[src/rtl/plot_fb_writer.sv]
// Plot-stream sink: clips plots, queues {addr, colour} in a small FIFO and
// drains them into a stallable framebuffer write port; also runs full-screen clears.
//
// state | meaning
// IDLE  | drain FIFO into the write port; accept clear requests once drained
// CLEAR | write clear_colour to every pixel in address order
// CDONE | clear finished, hold clear_done until clear_start drops
module plot_fb_writer #(
  parameter int DEPTH = 8,
  parameter int SCR_W = 160,
  parameter int SCR_H = 120
) (
  input  logic                     clk,
  input  logic                     rst_n,
  input  logic [7:0]               vga_x,
  input  logic [6:0]               vga_y,
  input  logic [2:0]               vga_colour,
  input  logic                     vga_plot,
  input  logic                     clear_start,
  input  logic [2:0]               clear_colour,
  output logic                     clear_done,
  output logic                     fb_we,
  output logic [14:0]              fb_addr,
  output logic [2:0]               fb_wdata,
  input  logic                     fb_wait,
  output logic                     busy,
  output logic                     overflow,
  output logic [$clog2(DEPTH):0]   fifo_count
);

  localparam int PW = $clog2(DEPTH);
  localparam int NPIX = SCR_W * SCR_H;
  localparam logic [14:0] LAST_ADDR = 15'(NPIX - 1);
  localparam logic [7:0] X_LIM = 8'(SCR_W);
  localparam logic [6:0] Y_LIM = 7'(SCR_H);
  localparam logic [14:0] ROW_W = 15'(SCR_W);
  localparam logic [PW:0] FULL_CNT = (PW + 1)'(DEPTH);

  typedef enum logic [1:0] {IDLE, CLEAR, CDONE} state_t;

  state_t        state;
  logic [14:0]   mem_addr [DEPTH];
  logic [2:0]    mem_col  [DEPTH];
  logic [PW-1:0] wr_ptr;
  logic [PW-1:0] rd_ptr;
  logic [PW:0]   count;
  logic [14:0]   clr_cnt;

  logic          push_req;
  logic          fifo_empty;
  logic          fifo_full;
  logic          out_free;
  logic          out_accept;
  logic          pop;
  logic          push;
  logic          overflow_set;
  logic [14:0]   plot_addr;

  assign push_req     = vga_plot && (vga_x < X_LIM) && (vga_y < Y_LIM);
  assign plot_addr    = 15'(vga_y) * ROW_W + 15'(vga_x);
  assign fifo_empty   = (count == '0);
  assign fifo_full    = (count == FULL_CNT);
  assign out_free     = !fb_we || !fb_wait;
  assign out_accept   = fb_we && !fb_wait;
  assign pop          = (state == IDLE) && out_free && !fifo_empty;
  // A pop on the same edge frees a slot, so a full FIFO can still take the push.
  assign push         = push_req && (!fifo_full || pop);
  assign overflow_set = push_req && fifo_full && !pop;

  assign busy       = !fifo_empty || fb_we || (state == CLEAR);
  assign fifo_count = count;

  always_ff @(posedge clk) begin
    if (push) begin
      mem_addr[wr_ptr] <= plot_addr;
      mem_col[wr_ptr]  <= vga_colour;
    end
  end

  always_ff @(posedge clk) begin
    if (!rst_n) begin
      wr_ptr <= '0;
      rd_ptr <= '0;
      count  <= '0;
    end else begin
      if (push)
        wr_ptr <= wr_ptr + 1'b1;
      if (pop)
        rd_ptr <= rd_ptr + 1'b1;
      case ({push, pop})
        2'b10:   count <= count + 1'b1;
        2'b01:   count <= count - 1'b1;
        default: count <= count;
      endcase
    end
  end

  always_ff @(posedge clk) begin
    if (!rst_n) begin
      state      <= IDLE;
      fb_we      <= 1'b0;
      fb_addr    <= '0;
      fb_wdata   <= '0;
      clear_done <= 1'b0;
      overflow   <= 1'b0;
      clr_cnt    <= '0;
    end else begin
      if (overflow_set)
        overflow <= 1'b1;
      case (state)
        IDLE: begin
          if (pop) begin
            fb_we    <= 1'b1;
            fb_addr  <= mem_addr[rd_ptr];
            fb_wdata <= mem_col[rd_ptr];
          end else if (out_free) begin
            fb_we <= 1'b0;
          end
          if (clear_start && fifo_empty && !fb_we) begin
            state    <= CLEAR;
            clr_cnt  <= '0;
            overflow <= 1'b0;
          end
        end
        CLEAR: begin
          // clr_cnt is the next pixel to present; it moves only when the register frees up.
          if (out_free) begin
            if (out_accept && fb_addr == LAST_ADDR) begin
              fb_we      <= 1'b0;
              clear_done <= 1'b1;
              state      <= CDONE;
            end else begin
              fb_we    <= 1'b1;
              fb_addr  <= clr_cnt;
              fb_wdata <= clear_colour;
              clr_cnt  <= clr_cnt + 1'b1;
            end
          end
        end
        CDONE: begin
          fb_we <= 1'b0;
          if (!clear_start) begin
            clear_done <= 1'b0;
            state      <= IDLE;
          end
        end
        default: state <= IDLE;
      endcase
    end
  end

endmodule

[config.mk]
export PLATFORM = sky130hd
export DESIGN_NAME = plot_fb_writer
export DESIGN_NICKNAME = d
export VERILOG_FILES = /design/src/rtl/plot_fb_writer.sv
export SDC_FILE = /design/constraint.sdc
export NUM_CORES = 1
export LEC_CHECK = 0
export CORE_MARGIN = 3
export CORE_UTILIZATION = 60
export DETAILED_ROUTE_END_ITERATION = 12
export PLACE_DENSITY = 0.87
export REMOVE_ABC_BUFFERS = 1
export SYNTH_ARGS = -nofsm -noshare
export SYNTH_HDL_FRONTEND = slang
export SYNTH_SLANG_ARGS = --single-unit
[constraint.sdc]
create_clock -name clk -period 10 [get_ports clk]
set_input_delay 1.5 -clock clk [delete_from_list [all_inputs] [get_ports clk]]
set_output_delay 1.5 -clock clk [all_outputs]
set_load 0.02 [all_outputs]
==> results.tsv <==
stage	metric	value	unit
global_routing	grt_max_degree	48	
min_path	min-delay-path-class	reg -> reg	
routing	routed-wl-met2	9.95	mm
synth	synth-compound-area-share	10.4	%
synth	synth_fa_ha_area_share	3.81	%
setup_path	cpMostUsedCell	ha_1	
routing	dr_wl_met3	1.35	mm
setup_path	timing.rr.start	state[0]	
synth	syn_area	8480	sq um
synth	synth_top_family_by_area	compound AO/OA/AOI/OAI gates	
floorplan	fp.dieW	125	um
power	p_per_area	254	nW/um^2
routing	drcViolationCount	0	
setup_path	critical_path.max_fanout	8	
timing	setup_viol	0	
synth	synth_mux_area_share	9.68	%
placed_design	place_inst	795	
timing	relSlewSlack	33.4	%
cts	tritoncts	done	
routing	postRouteAntennaNets	0	
global_routing	grt_pass1_vias	5759	
cts	clk_pin_slew_worst_paths	70	ps
timing	max_freq	227	MHz
synth	synth_xor_area_share	1.61	%
timing	worst_slack	5590	ps
synth	synth.area.top_cells	edfxtp_1 (51%), dfxtp_1 (12%), mux4_2 (9.6%)	
timing	period_share	44.1	%
cts	clk_path_buf_depth	2	
setup_path	cp_slowest_stage_delay	930	ps
setup_path	path_class	in -> reg	
synth	synthTopCellsByCount	edfxtp_1 (144), dfxtp_1 (51), mux4_2 (36), o21ai_0 (30), clkbuf_1 (28)	
synth	synth_seq_cells	195	
setup_path	worstPathArrival	4510	ps
flow_run	maxCapViolCount	0	
routing	routedLengthMet1	7.27	mm
synth	netlist_instances	591	
setup_path	crit_chain	clkdlybuf4s50_1 > ha_1 > ha_1 > a211oi_1 > nor2_1 > xor2_1 > nand3_1 > o41ai_1	
placed_design	dp_hpwl	12.0	mm
timing	tightestPinTransition	986	ps
setup_path	startpoint	vga_y[4]	
status	status	complete, no violations	
setup_path	cp_slowest_cell	o41ai_1	
power	p_total	2490	uW
floorplan	core-area	13500	sq um
cts	postCtsHoldBufs	0	
synth	synth_edf_count	144	
timing	fin_tns_setup	0	ps
cts	cts-buffers-inserted	17	
cts	clock_latency	430	ps
cts	clock_sinks	195	
setup_path	endpoint	mem_addr[6][14]	
floorplan	die_h	125	um
synth	synth_area_per_cell	14.3	sq um
global_routing	grt_pass1_wl	30.8	mm
cts	cts_resized	0	
cells_and_area	layout.nets	688	
timing	fin_crit	4410	ps
floorplan	initial_core_util	62.8	%
cts	postCtsSetupBuffers	0	
setup_path	r2r-end	fifo_count[3]	
setup_path	rr_worst_depth	12	
routing	drt_first_iter_violations	692	
synth	yosysTopAreaCell	edfxtp_1	
cells_and_area	drive_above_1_share	14.6	%
synth	yosysMostFrequentCell	edfxtp_1	
cts	cts_max_level	4	
setup_path	worstPathRequired	10100	ps
synth	yosysWarnings	0	
floorplan	fp-row-count	42	
placed_design	gp_congestion	0.842	
synth	async_flop_share	0	%
floorplan	die-area	15600	sq um
setup_path	end_kind	register	
setup_path	startpoint_type	primary input	
placed_design	portBuffers	51	
synth	yosysSeqAreaShare	63.0	%
routing	maxUsedRoutingLayer	met4	
global_routing	track_usage	25.6	%
cts	root_buffer	clkbuf_16	
routing	post_drt_wl_per_cell	23.1	um
synth	ys.flop_type	edfxtp_1	
synth	synth-simple-area-share	8.85	%
cells_and_area	diodes	0	
cells_and_area	final_cells	827	
routing	dr_total_vias	5600	
power	leakagePower	0.00323	uW
floorplan	ios	52	
routing	firstDrtPassIters	5	
setup_path	r2r_slack	6940	ps
timing	skew	9.98	ps
global_routing	grt_overflow	0	
placed_design	pre_cts_ws	5190	ps
timing	slew_violations	0	
timing	hold_viol_final	0	
power	peakVddDrop	0.000143	V
routing	wirelength	19.1	mm
synth	ys_types	55	
cells_and_area	area_delta_synth_final	15.4	%
routing	via_per_inst	6.77	
synth	yosys.area.top_type_share	51.0	%
global_routing	antenna_found_initial	0	
cells_and_area	fin_util	72.4	%
timing	rsz0062_at_grt	false	
[layer usage]
| layer | global-route usage, % | up-vias |
|---|---|---|
| li1 | - | 2471 |
| met5 | 0 | - |
| met1 | 31.2 | 2767 |
| met2 | 43.6 | 303 |
| met4 | 11.9 | 0 |
| met3 | 5.66 | 59 |
[layout make-up]
cell class / instances / area [sq um]
Timing Repair Buffer: 64 / 608
Multi-Input combinational cell: 343 / 2960
Fill cell: 801 / 3720
Clock buffer: 17 / 425
Inverter: 17 / 63.8
Tap cell: 176 / 220
Sequential cell: 195 / 5350
Clock inverter: 15 / 156
[sequential cells by signal, indices dropped and copies added (netlist names), named ones only]
| signal | count |
|---|---|
| mem_addr | 120 |
| mem_col | 24 |
| clr_cnt | 15 |
| fb_addr | 15 |
| fifo_count | 4 |
| fb_wdata | 3 |
| rd_ptr | 3 |
| wr_ptr | 3 |
| state | 2 |
| clear_done | 1 |
| fb_we | 1 |
| overflow | 1 |
[worst min-delay path by stage]
| stage | start | end | slack [ps] | cells past startpoint |
|---|---|---|---|---|
| finish | clr_cnt[14] | clr_cnt[14] | 500 | 2 |
| global route | fb_addr[12] | fb_addr[12] | 530 | 2 |
| CTS | clr_cnt[7] | clr_cnt[7] | 500 | 2 |
| detailed placement | clr_cnt[14] | clr_cnt[14] | 490 | 2 |
| global placement | rd_ptr[1] | rd_ptr[1] | 460 | 2 |
| floorplan | clr_cnt[14] | clr_cnt[14] | 450 | 2 |
[logic make-up (layout without fill, tap and decap cells)]
| family | Yosys count | after routing |
|---|---|---|
| DFF | 195 | 195 |
| and+or+nand+nor | 137 | 137 |
| AOI/OAI and AO/OA | 131 | 131 |
| buffers and inverters | 53 | 113 |
| muxes | 37 | 37 |
| adders and majority gates | 24 | 24 |
| xor gates and xnor gates | 14 | 14 |
[per-stage QoR]
stage | hold WS, ps | area (sq um)
finish | 502 | 9780
floorplan | 452 | 8330
global route | 527 | 9780
global placement | 462 | 9190
detailed placement | 488 | 9190
CTS | 502 | 9770
[placed cells by master, fill, tap and decap left out, drive strengths merged, types with 9 or more instances in the layout]
cell	count
edfxtp	144
clkdlybuf4s50	51
dfxtp	51
mux4	36
o21ai	30
inv	27
nand2	26
nor2	22
nand3	22
ha	21
a21oi	20
o22ai	19
clkbuf	17
or4	14
buf	13
o2111ai	12
o31ai	12
and2	11
o41ai	9
[critical path, delay by kind of cell]
family,cells,cell delay (ps)
buf+inv,1,450
xor+xnor,1,290
fa+ha+maj,2,670
compound gates,2,1310
simple gates,2,290
[where the power goes]
group,total [uW],internal [uW],switching [uW]
sequential,1000,949,52.2
clock,669,355,314
combinational,815,335,480
(Power assumes the default switching activity.)
